==> config.mk <==
export PLATFORM = sky130hd
export DESIGN_NAME = uartb_tx_sched_flat
export DESIGN_NICKNAME = d
export VERILOG_FILES = /design/src/rtl/uartb_pkg.sv /design/src/rtl/uartb_tx_sched_if.sv /design/src/rtl/uartb_char_timer.sv /design/src/rtl/uartb_tx_sched.sv /design/src/flat_wrapper.sv
export SDC_FILE = /design/constraint.sdc
export NUM_CORES = 1
export LEC_CHECK = 0
export ABC_AREA = 1
export BUFFER_PORTS_ARGS = -buffer_cell sky130_fd_sc_hd__buf_2
export CAP_MARGIN = 5
export CORE_UTILIZATION = 40
export CTS_CLUSTER_DIAMETER = 150
export DETAILED_ROUTE_END_ITERATION = 16
export GPL_TIMING_DRIVEN = 0
export PLACE_DENSITY = 0.56
export SYNTH_ARGS = -nofsm -noshare
export SYNTH_HDL_FRONTEND = slang
export SYNTH_HIERARCHICAL = 1
export SYNTH_SLANG_ARGS = --single-unit
==> constraint.sdc <==
create_clock -name clk -period 4.44 [get_ports clk]
set_input_delay 0.222 -clock clk [delete_from_list [all_inputs] [get_ports clk]]
set_output_delay 0.222 -clock clk [all_outputs]
set_load 0.05 [all_outputs]
==> src/rtl/uartb_pkg.sv <==
// Shared types and constants for the UARTB transmit scheduler.
package uartb_pkg;

  typedef enum logic [2:0] {
    ST_IDLE,
    ST_CFG,
    ST_SETTLE,
    ST_SEND,
    ST_WAIT
  } state_t;

  localparam int MODE_BIT      = 31;
  localparam int BITS_PER_CHAR = 10;
  localparam int BURST_BYTES   = 4;

  // Bit times per transmit write: one character, or a full 4-byte burst.
  function automatic logic [5:0] char_factor(input logic burst);
    return burst ? 6'(BITS_PER_CHAR * BURST_BYTES) : 6'(BITS_PER_CHAR);
  endfunction

endpackage

==> src/rtl/uartb_tx_sched_if.sv <==
// Requester handshake and UARTB_CORE drive bundle for the transmit scheduler.
interface uartb_tx_sched_if;
  logic [15:0] cfg_div;
  logic        req0_valid;
  logic [31:0] req0_data;
  logic        req0_burst;
  logic        req0_ready;
  logic        req1_valid;
  logic [31:0] req1_data;
  logic        req1_burst;
  logic        req1_ready;
  logic [31:0] uart_d;
  logic        uart_wrtx;
  logic        uart_wrbaud;
  logic        busy;
  logic        cur_mode;
  logic        grant_id;

  modport master (
    output cfg_div,
    output req0_valid, req0_data, req0_burst,
    output req1_valid, req1_data, req1_burst,
    input  req0_ready, req1_ready,
    input  uart_d, uart_wrtx, uart_wrbaud,
    input  busy, cur_mode, grant_id
  );

  modport slave (
    input  cfg_div,
    input  req0_valid, req0_data, req0_burst,
    input  req1_valid, req1_data, req1_burst,
    output req0_ready, req1_ready,
    output uart_d, uart_wrtx, uart_wrbaud,
    output busy, cur_mode, grant_id
  );
endinterface

==> src/rtl/uartb_char_timer.sv <==
// Character-time down-counter: loads (div+1)*10*nbytes + GUARD_CYC, flags the last cycle.
module uartb_char_timer
  import uartb_pkg::*;
#(
  parameter int GUARD_CYC = 2,
  parameter int CNT_W     = 22
) (
  input  logic        clk,
  input  logic        rst_n,
  input  logic        load,
  input  logic [15:0] div,
  input  logic        burst,
  output logic        done
);

  logic [16:0]      bit_cyc;
  logic [CNT_W-1:0] n_load;
  logic [CNT_W-1:0] cnt;

  assign bit_cyc = {1'b0, div} + 17'd1;
  assign n_load  = CNT_W'(bit_cyc) * CNT_W'(char_factor(burst)) + CNT_W'(GUARD_CYC);

  always_ff @(posedge clk or negedge rst_n) begin
    if (!rst_n) begin
      cnt <= '0;
    end else if (load) begin
      cnt <= n_load;
    end else if (cnt != '0) begin
      cnt <= cnt - CNT_W'(1);
    end
  end

  // The count is N on the first WAIT cycle, so the cycle holding 1 is the last.
  assign done = (cnt == CNT_W'(1));

endmodule

==> src/rtl/uartb_tx_sched.sv <==
// Two-requester transmit scheduler for UARTB_CORE with auto baud reprogramming and pacing.
// Define UARTB_SCHED_RR_EN for round-robin arbitration; default is fixed priority (req0 wins).
module uartb_tx_sched
  import uartb_pkg::*;
#(
  parameter int GUARD_CYC = 2,
  parameter int CNT_W     = 22
) (
  input logic              clk,
  input logic              rst_n,
  uartb_tx_sched_if.slave  bus
);

  state_t      state;
  logic        prog_ok;
  logic [15:0] loaded_div;
  logic [15:0] lat_div;
  logic        lat_burst;
  logic [31:0] lat_data;

  logic        any_vld;
  logic        gnt;
  logic [31:0] gnt_data;
  logic        gnt_burst;
  logic        need_cfg;
  logic [31:0] cfg_word;
  logic        tmr_done;

`ifdef UARTB_SCHED_RR_EN
  logic rr_ptr;
`endif

  always_comb begin
    any_vld = bus.req0_valid | bus.req1_valid;
`ifdef UARTB_SCHED_RR_EN
    gnt = (bus.req0_valid && bus.req1_valid) ? rr_ptr : bus.req1_valid;
`else
    gnt = ~bus.req0_valid;
`endif
    gnt_data  = gnt ? bus.req1_data  : bus.req0_data;
    gnt_burst = gnt ? bus.req1_burst : bus.req0_burst;
    need_cfg  = !prog_ok || (gnt_burst != bus.cur_mode) || (bus.cfg_div != loaded_div);
    cfg_word  = {16'b0, bus.cfg_div};
    cfg_word[MODE_BIT] = gnt_burst;
  end

  // Request payload is captured at grant and needs no reset.
  always_ff @(posedge clk) begin
    if (state == ST_IDLE && any_vld) begin
      lat_data  <= gnt_data;
      lat_burst <= gnt_burst;
      lat_div   <= bus.cfg_div;
    end
  end

  // Outputs are registered one edge ahead so each strobe lines up with its state.
  always_ff @(posedge clk or negedge rst_n) begin
    if (!rst_n) begin
      state           <= ST_IDLE;
      prog_ok         <= 1'b0;
      loaded_div      <= '0;
      bus.req0_ready  <= 1'b0;
      bus.req1_ready  <= 1'b0;
      bus.uart_d      <= '0;
      bus.uart_wrtx   <= 1'b0;
      bus.uart_wrbaud <= 1'b0;
      bus.busy        <= 1'b0;
      bus.cur_mode    <= 1'b0;
      bus.grant_id    <= 1'b0;
`ifdef UARTB_SCHED_RR_EN
      rr_ptr          <= 1'b0;
`endif
    end else begin
      bus.req0_ready  <= 1'b0;
      bus.req1_ready  <= 1'b0;
      bus.uart_wrtx   <= 1'b0;
      bus.uart_wrbaud <= 1'b0;
      case (state)
        ST_IDLE: begin
          if (any_vld) begin
            bus.grant_id   <= gnt;
            bus.req0_ready <= ~gnt;
            bus.req1_ready <= gnt;
            bus.busy       <= 1'b1;
`ifdef UARTB_SCHED_RR_EN
            rr_ptr         <= ~gnt;
`endif
            if (need_cfg) begin
              state           <= ST_CFG;
              bus.uart_wrbaud <= 1'b1;
              bus.uart_d      <= cfg_word;
              bus.cur_mode    <= gnt_burst;
              loaded_div      <= bus.cfg_div;
              prog_ok         <= 1'b1;
            end else begin
              state         <= ST_SEND;
              bus.uart_wrtx <= 1'b1;
              bus.uart_d    <= gnt_data;
            end
          end
        end
        ST_CFG: state <= ST_SETTLE;
        ST_SETTLE: begin
          state         <= ST_SEND;
          bus.uart_wrtx <= 1'b1;
          bus.uart_d    <= lat_data;
        end
        ST_SEND: state <= ST_WAIT;
        ST_WAIT: begin
          if (tmr_done) begin
            state    <= ST_IDLE;
            bus.busy <= 1'b0;
          end
        end
        default: state <= ST_IDLE;
      endcase
    end
  end

  uartb_char_timer #(
    .GUARD_CYC (GUARD_CYC),
    .CNT_W     (CNT_W)
  ) u_timer (
    .clk   (clk),
    .rst_n (rst_n),
    .load  (state == ST_SEND),
    .div   (lat_div),
    .burst (lat_burst),
    .done  (tmr_done)
  );

endmodule
==> src/flat_wrapper.sv <==
// flat-port wrapper written by rule: the top's interface ports become plain ports
module uartb_tx_sched_flat import uartb_pkg::*;
#(
  parameter int GUARD_CYC = 2,
  parameter int CNT_W     = 22
)
  (clk, rst_n, bus_cfg_div, bus_req0_valid, bus_req0_data, bus_req0_burst, bus_req1_valid, bus_req1_data, bus_req1_burst, bus_req0_ready, bus_req1_ready, bus_uart_d, bus_uart_wrtx, bus_uart_wrbaud, bus_busy, bus_cur_mode, bus_grant_id);
  uartb_tx_sched_if bus_i ();
  input logic clk;
  input logic rst_n;
  input wire logic [$bits(bus_i.cfg_div)-1:0] bus_cfg_div;
  input wire logic [$bits(bus_i.req0_valid)-1:0] bus_req0_valid;
  input wire logic [$bits(bus_i.req0_data)-1:0] bus_req0_data;
  input wire logic [$bits(bus_i.req0_burst)-1:0] bus_req0_burst;
  input wire logic [$bits(bus_i.req1_valid)-1:0] bus_req1_valid;
  input wire logic [$bits(bus_i.req1_data)-1:0] bus_req1_data;
  input wire logic [$bits(bus_i.req1_burst)-1:0] bus_req1_burst;
  output wire logic [$bits(bus_i.req0_ready)-1:0] bus_req0_ready;
  output wire logic [$bits(bus_i.req1_ready)-1:0] bus_req1_ready;
  output wire logic [$bits(bus_i.uart_d)-1:0] bus_uart_d;
  output wire logic [$bits(bus_i.uart_wrtx)-1:0] bus_uart_wrtx;
  output wire logic [$bits(bus_i.uart_wrbaud)-1:0] bus_uart_wrbaud;
  output wire logic [$bits(bus_i.busy)-1:0] bus_busy;
  output wire logic [$bits(bus_i.cur_mode)-1:0] bus_cur_mode;
  output wire logic [$bits(bus_i.grant_id)-1:0] bus_grant_id;
  assign bus_i.cfg_div = bus_cfg_div;
  assign bus_i.req0_valid = bus_req0_valid;
  assign bus_i.req0_data = bus_req0_data;
  assign bus_i.req0_burst = bus_req0_burst;
  assign bus_i.req1_valid = bus_req1_valid;
  assign bus_i.req1_data = bus_req1_data;
  assign bus_i.req1_burst = bus_req1_burst;
  assign bus_req0_ready = bus_i.req0_ready;
  assign bus_req1_ready = bus_i.req1_ready;
  assign bus_uart_d = bus_i.uart_d;
  assign bus_uart_wrtx = bus_i.uart_wrtx;
  assign bus_uart_wrbaud = bus_i.uart_wrbaud;
  assign bus_busy = bus_i.busy;
  assign bus_cur_mode = bus_i.cur_mode;
  assign bus_grant_id = bus_i.grant_id;
  uartb_tx_sched #(.GUARD_CYC(GUARD_CYC), .CNT_W(CNT_W)) u_core (.clk(clk), .rst_n(rst_n), .bus(bus_i));
endmodule
# After elaboration in Yosys (flattened, before gate mapping)
# Cells that the tools add are included.
dict set report totals {
  ram_bits 0
  latch_bits 0
  output_inout_bits 39
  input_bits 86
  rom_bits 0
  memories 0
  register_bits 130
  wordCells 69
}
dict set report classes {
  div 0
  add_sub_neg 3
  mul 1
  bitwise_logic 2
  magnitude_cmp 0
  reduce_logical 14
  shift 0
  mux 25
  n_eq_ne 9
}
# operator count
set op_table {}
lappend op_table {{32-bit two-way mux} 3}
lappend op_table {{32-bit one-hot mux with 2 select lines} 1}
lappend op_table {{22-bit two-way mux} 2}
lappend op_table {{22-bit by 2-bit adder with 22-bit output, second input constant} 1}
lappend op_table {{22-bit by 1-bit == test with 1-bit output, second input constant} 1}
lappend op_table {{17-bit by 6-bit multiplier with 22-bit output} 1}
lappend op_table {{22-bit nonzero test} 1}
lappend op_table {{22-bit by 1-bit subtractor with 22-bit output, second input constant} 1}
lappend op_table {{16-bit by 1-bit adder with 17-bit output, second input constant} 1}
lappend op_table {{16-bit inequality test} 1}
lappend op_table {{3-bit one-hot mux with 5 select lines} 1}
lappend op_table {{1-bit two-way mux} 12}
lappend op_table {{3-bit by 2-bit == test with 1-bit output, second input constant} 2}
lappend op_table {{3-bit two-way mux} 2}
lappend op_table {{6-bit two-way mux} 1}
lappend op_table {{2-bit AND reduction} 3}
lappend op_table {{3-bit AND reduction} 2}
lappend op_table {{2-bit nonzero test} 3}
lappend op_table {{2-bit by 1-bit inequality test with 1-bit output, second input constant} 2}
lappend op_table {{1-bit one-hot mux with 2 select lines} 2}
lappend op_table {{3-bit by 1-bit == test with 1-bit output, second input constant} 1}
lappend op_table {{3-bit == test, second input constant} 1}
lappend op_table {{3-bit zero test} 1}
lappend op_table {{1-bit logical OR} 2}
lappend op_table {{other kinds (6)} 6}

# Longest topological paths before layout
dict set report logic_depth {
  depth_word 7
  ltp_mapped 23
  mapped_depth_nobuf 23
}

# Modules after synthesis
# Netlist, hierarchy kept.
# module instances seq_area_each_um2 cells_each area_per_inst_um2
set by_module_without_submodules {}
lappend by_module_without_submodules {uartb_tx_sched 1 2947.8 554 4968.5}
lappend by_module_without_submodules {uartb_char_timer 1 550.5 553 3687.3}

# Least setup slack after synthesis
# Ideal clock, no wire load.
dict set report synth_path {
  kind {register to register}
  startpoint {register u_core.lat_div[0]}
  endpoint {register u_core.u_timer.cnt[17]}
  path_stages_with_launch 22
  slack_ns 0.862
  t_arrival_ns 3.457
  t_required_ns 4.319
  period_less_slack_ns 3.578
  n_path_buf 0
  setup_time_ns 0.121
  path_cell_list {edfxtp_1 > nand3_1 > nor2_2 > inv_2 > nor2_4 > inv_1 > nor2_1 > xor2_1 > nor2_1 > ha_1 > fa_1 > ha_1 > ha_1 > nand2_1 > inv_1 > a21oi_1 > nand3_1 > a21o_1 > nand2_1 > nand2_1 > nor2_1 > nor2_1}
}
dict set report synth_via {
  elab_chain_len 4
}
# item line_no
set synth_rtl {}
lappend synth_rtl {{from (decl)} uartb_tx_sched.sv:17} ;# logic [15:0] lat_div;
lappend synth_rtl {{from (signal assigned)} uartb_tx_sched.sv:52} ;# lat_div <= bus.cfg_div;
lappend synth_rtl {{16-bit by 1-bit adder with 17-bit output} uartb_char_timer.sv:20} ;# assign bit_cyc = {1'b0, div} + 17'd1;
lappend synth_rtl {{17-bit by 6-bit multiplier with 22-bit output} uartb_char_timer.sv:21} ;# assign n_load = CNT_W'(bit_cyc) * CNT_W'(char_factor(burst)) + CNT_W'(GUARD_CYC);
lappend synth_rtl {{22-bit by 2-bit adder with 22-bit output} uartb_char_timer.sv:21}
lappend synth_rtl {{22-bit two-way mux} uartb_char_timer.sv:26} ;# end else if (load) begin
lappend synth_rtl {{to (signal assigned)} uartb_char_timer.sv:27} ;# cnt <= n_load;
lappend synth_rtl {{to (signal assigned)} uartb_char_timer.sv:29} ;# cnt <= cnt - CNT_W'(1);
lappend synth_rtl {{to (decl)} uartb_char_timer.sv:18} ;# logic [CNT_W-1:0] cnt;
# Every way passes these cells.
# A chain may end at the register's enable or synchronous reset.

# Worst setup path in the final report
dict set report layout_path {
  startpoint {register u_core.lat_div[2]}
  endpoint {register u_core.u_timer.cnt[17]}
}
# Same word-level chain as after synthesis.

==> qor.csv <==
metric,value,unit
Mapped Cells,1107,
largest family of logic cells by synthesized area,simple AND/OR/NAND/NOR gates,
Crit. End Element,register,
Ports,125,
Final #Nets,1412,
grt ovf,0,
share of layout cells above drive strength 1,17.9,%
final critical-path setup slack,0.389,ns
final WL,22.7,mm
Overall Global Routing Usage,22.2,%
via-per-instance ratio,4.89,
H-tree depth,4,
"Hold Vio Cnt, Final",0,
final setup skew,0.0175,ns
TritonCTS buffer count,17,
Rows,53,
dpl ws,0.317,ns
Reg power frac,26.7,%
Max Cap Viol,0,
reg2reg path depth,21,
Worst Path Max Fanout,5,
Initial DRC Count,493,
Post-Synth Adder-Cell Area,11.6,%
worst-skew pair later-pin latency,0.43,ns
Worst Max-Slew Pin Slew,0.651,ns
arrival time worst endpoint,4.35,ns
clock-pin transition on the worst setup and hold timing paths,0.06,ns
Min Hold Slack,0.0462,ns
"Slew Viols, Final",0,
Core Footprint,0.0211,mm^2
GPL Wtd Cong,0.826,
register area share after synthesis,40.4,%
layout overhead on the synthesized area,18.6,%
Comb pwr share,55.8,%
Netlist cell types,44,
Final Critical Period,4.05,ns
Crit Reg-Reg Startpoint,u_core/lat_div[2]$_DFFE_PP_,
fin crit share,91.2,%
vias in the first global route,7409,
die span in y,149,um
Syn Std Cell Area,0.00866,mm^2
Worst Hold Depth,1,
"top cells by area, synth","dfrtp_1 (23%), edfxtp_1 (17%), nand2_1 (13%)",
R2R setup slack,0.39,ns
root buf cell,clkbuf_16,
Crit Path Category,reg2reg,
CTS tree,done,
YS warnings,6,
HP Class,in2reg,
nature of the critical path startpoint,register,
Vias,7528,
initial antenna violation count,0,
per-cell routed wire length,14.7,um
Crit Reg-Reg Endpoint,u_core/u_timer/cnt[17]$_DFFE_PN0P_,
maximum buffer depth of the clock tree,2,
Antenna Violating Nets Remaining,0,
Post-Synth Simple-Gate Area,29.2,%
Required @ worst endpoint,4.74,ns
syn avg cell area,7.82,um^2
fmax,0.247,GHz
Sw Pwr,3.84,mW
outcome,"finished, final reports clean",
Synth Net Count,1266,
post-synth top area cell,dfrtp_1,
TNS Setup,0,ns
share of flip-flops with an asynchronous set or reset,62.3,%
LEAKAGE,5.34,nW
worst hold start,bus_cfg_div[6],
Pint,3.91,mW
Compound-Gate Fraction of Synth Area,9.05,%
worst vdd ir,0.262,mV
Port Buf Inserts,124,
largest net degree at the start of global routing,61,
unrepaired setup endpoints after global routing,false,
mux contribution to synthesized area,0,%
ys flop type,dfrtp_1,
Post-Synth XOR/XNOR Area,2.23,%
Synth top area share,23.4,%
fin util,48.7,%
CTS sink cnt,130,
residual DRC count,0,
Starting Density,41.0,%
die width,149,um
Final Setup Violations,0,
first-pass GRT wire length,38.1,mm
switching share of power,49.5,%
die area,0.0222,mm^2
Antenna Cells,0,
Rel. slew slack,56.5,%
Clock Power Share,17.5,%
"FF+latch count, synth",130,
PwrDens,754,mW/mm^2
Final HPWL DP,17.6,mm
Post-synth EDFFs,49,
# fillers,2147,
total iterations of the first detailed-routing run,6,
Hold EP,u_core/lat_div[6]$_DFFE_PP_,
[logic make-up (layout without fill, tap and decap cells)]
logic type,Yosys count,in the layout
DFF,130,130
xor gates and xnor gates,22,22
and+or+nand+nor,580,580
adders and majority gates,73,73
AOI/OAI and AO/OA,143,143
buffers and inverters,159,318
[metrics by stage]
step / cell area, um^2 / power, mW / std cells
floorplan: 8660 / 5.31 / 1107
global placement: 9620 / 6.38 / 1506
detailed placement: 9680 / 6.44 / 1508
CTS: 10200 / 7.83 / 1541
global route: 10300 / 8.52 / 1541
finish: 10300 / 7.74 / 1541
[state kept, by name, summed over array words and instances, names as in the netlist, 3 cells and up]
register	flops
u_core/bus.uart_d	32
u_core/lat_data	32
u_core/lat_div	16
u_core/loaded_div	16
u_core/state	3
u_core/u_timer/cnt	22
[layer usage]
layer / vias to the layer above / part of all wire (%) / track usage, %
li1: 3892 / - / -
met1: 3453 / 48 / 30.2
met2: 165 / 46 / 36.1
met3: 18 / 4.5 / 3.73
met4: 0 / 1.5 / 6.58
met5: - / 0 / 0
[worst max path at each step]
stage / startpoint / endpoint / slack [ns]
after floorplan: u_core/lat_div[0]$_DFFE_PP_ / u_core/u_timer/cnt[17]$_DFFE_PN0P_ / 0.86
after global placement: u_core/lat_burst$_DFFE_PP_ / u_core/u_timer/cnt[17]$_DFFE_PN0P_ / 0.32
after detailed placement: u_core/lat_burst$_DFFE_PP_ / u_core/u_timer/cnt[17]$_DFFE_PN0P_ / 0.32
after CTS: u_core/lat_burst$_DFFE_PP_ / u_core/u_timer/cnt[17]$_DFFE_PN0P_ / 0.31
after global routing: u_core/lat_div[2]$_DFFE_PP_ / u_core/u_timer/cnt[21]$_DFFE_PN0P_ / 0.02
final: u_core/lat_div[2]$_DFFE_PP_ / u_core/u_timer/cnt[17]$_DFFE_PN0P_ / 0.39
[cells in the final DEF, fill, tap and decap left out, drive strengths merged, types with 2 or more instances in the layout]
cell type  count
nor2         145
inv          138
nand2        318
o21bai         2
clkbuf        33
nand4         25
xnor2         10
edfxtp        49
and2           3
buf          143
clkinv         3
o21ai         71
a22oi         16
a21oi         45
or2           18
ha            61
dfrtp         81
fa            12
nor3          10
nand3         56
nand3b         4
xor2          12
a21o           3
[what timing repair did]
action | in CTS | in global routing
endpoints found under the setup margin | 0 | 7
hold buffers | 1 | 0
gates resized for setup | 0 | 4
hold endpoints to repair | 21 | 0
buffers inserted | 0 | 1
[Yosys cell counts (all sizes together), types with 16 or more instances]
master	count
o21ai	71
buf	16
ha	61
nand4	25
clkbuf	17
edfxtp	49
nand3	56
dfrtp	81
inv	126
nand2	318
a22oi	16
or2	18
a21oi	45
nor2	145
[cell type report]
cell class / instances / area [um^2] / share of cell area (%)
inverters: 126 / 473 / 4.61
repair buffers: 128 / 688 / 6.70
flip-flops and latches: 130 / 3500 / 34.1
clock inverters: 15 / 138 / 1.34
clock buffers: 17 / 425 / 4.14
multi-input cells: 818 / 4530 / 44.1
well taps: 275 / 344 / 3.35
plain buffers: 32 / 171 / 1.67
[power by group through the flow]
| stage | Combinational, mW | Sequential (mW) | Clock, mW |
|---|---|---|---|
| after global routing | 4.94 | 2.13 | 1.45 |
| after floorplan | 2.75 | 2.56 | 0 |
| after global placement | 4.29 | 2.08 | 0 |
| after CTS | 4.38 | 2.06 | 1.39 |
| final | 4.32 | 2.07 | 1.35 |
| after detailed placement | 4.36 | 2.08 | 0 |
[worst max-delay path: stages (launching register included)]
cell,delay (ns)
edfxtp_1,0.42
nand3_1,0.13
nor2_2,0.13
inv_2,0.06
nor2_4,0.11
inv_1,0.06
nor2_1,0.16
xor2_1,0.29
nor2_1,0.08
ha_1,0.30
fa_1,0.48
ha_1,0.31
ha_1,0.36
nand2_1,0.16
inv_1,0.05
a21oi_1,0.13
nand3_1,0.21
a21o_1,0.21
nand2_1,0.05
nand2_1,0.07
nor2_1,0.09
nor2_1,0.05
No activity file was read; power rests on OpenSTA's default activity.
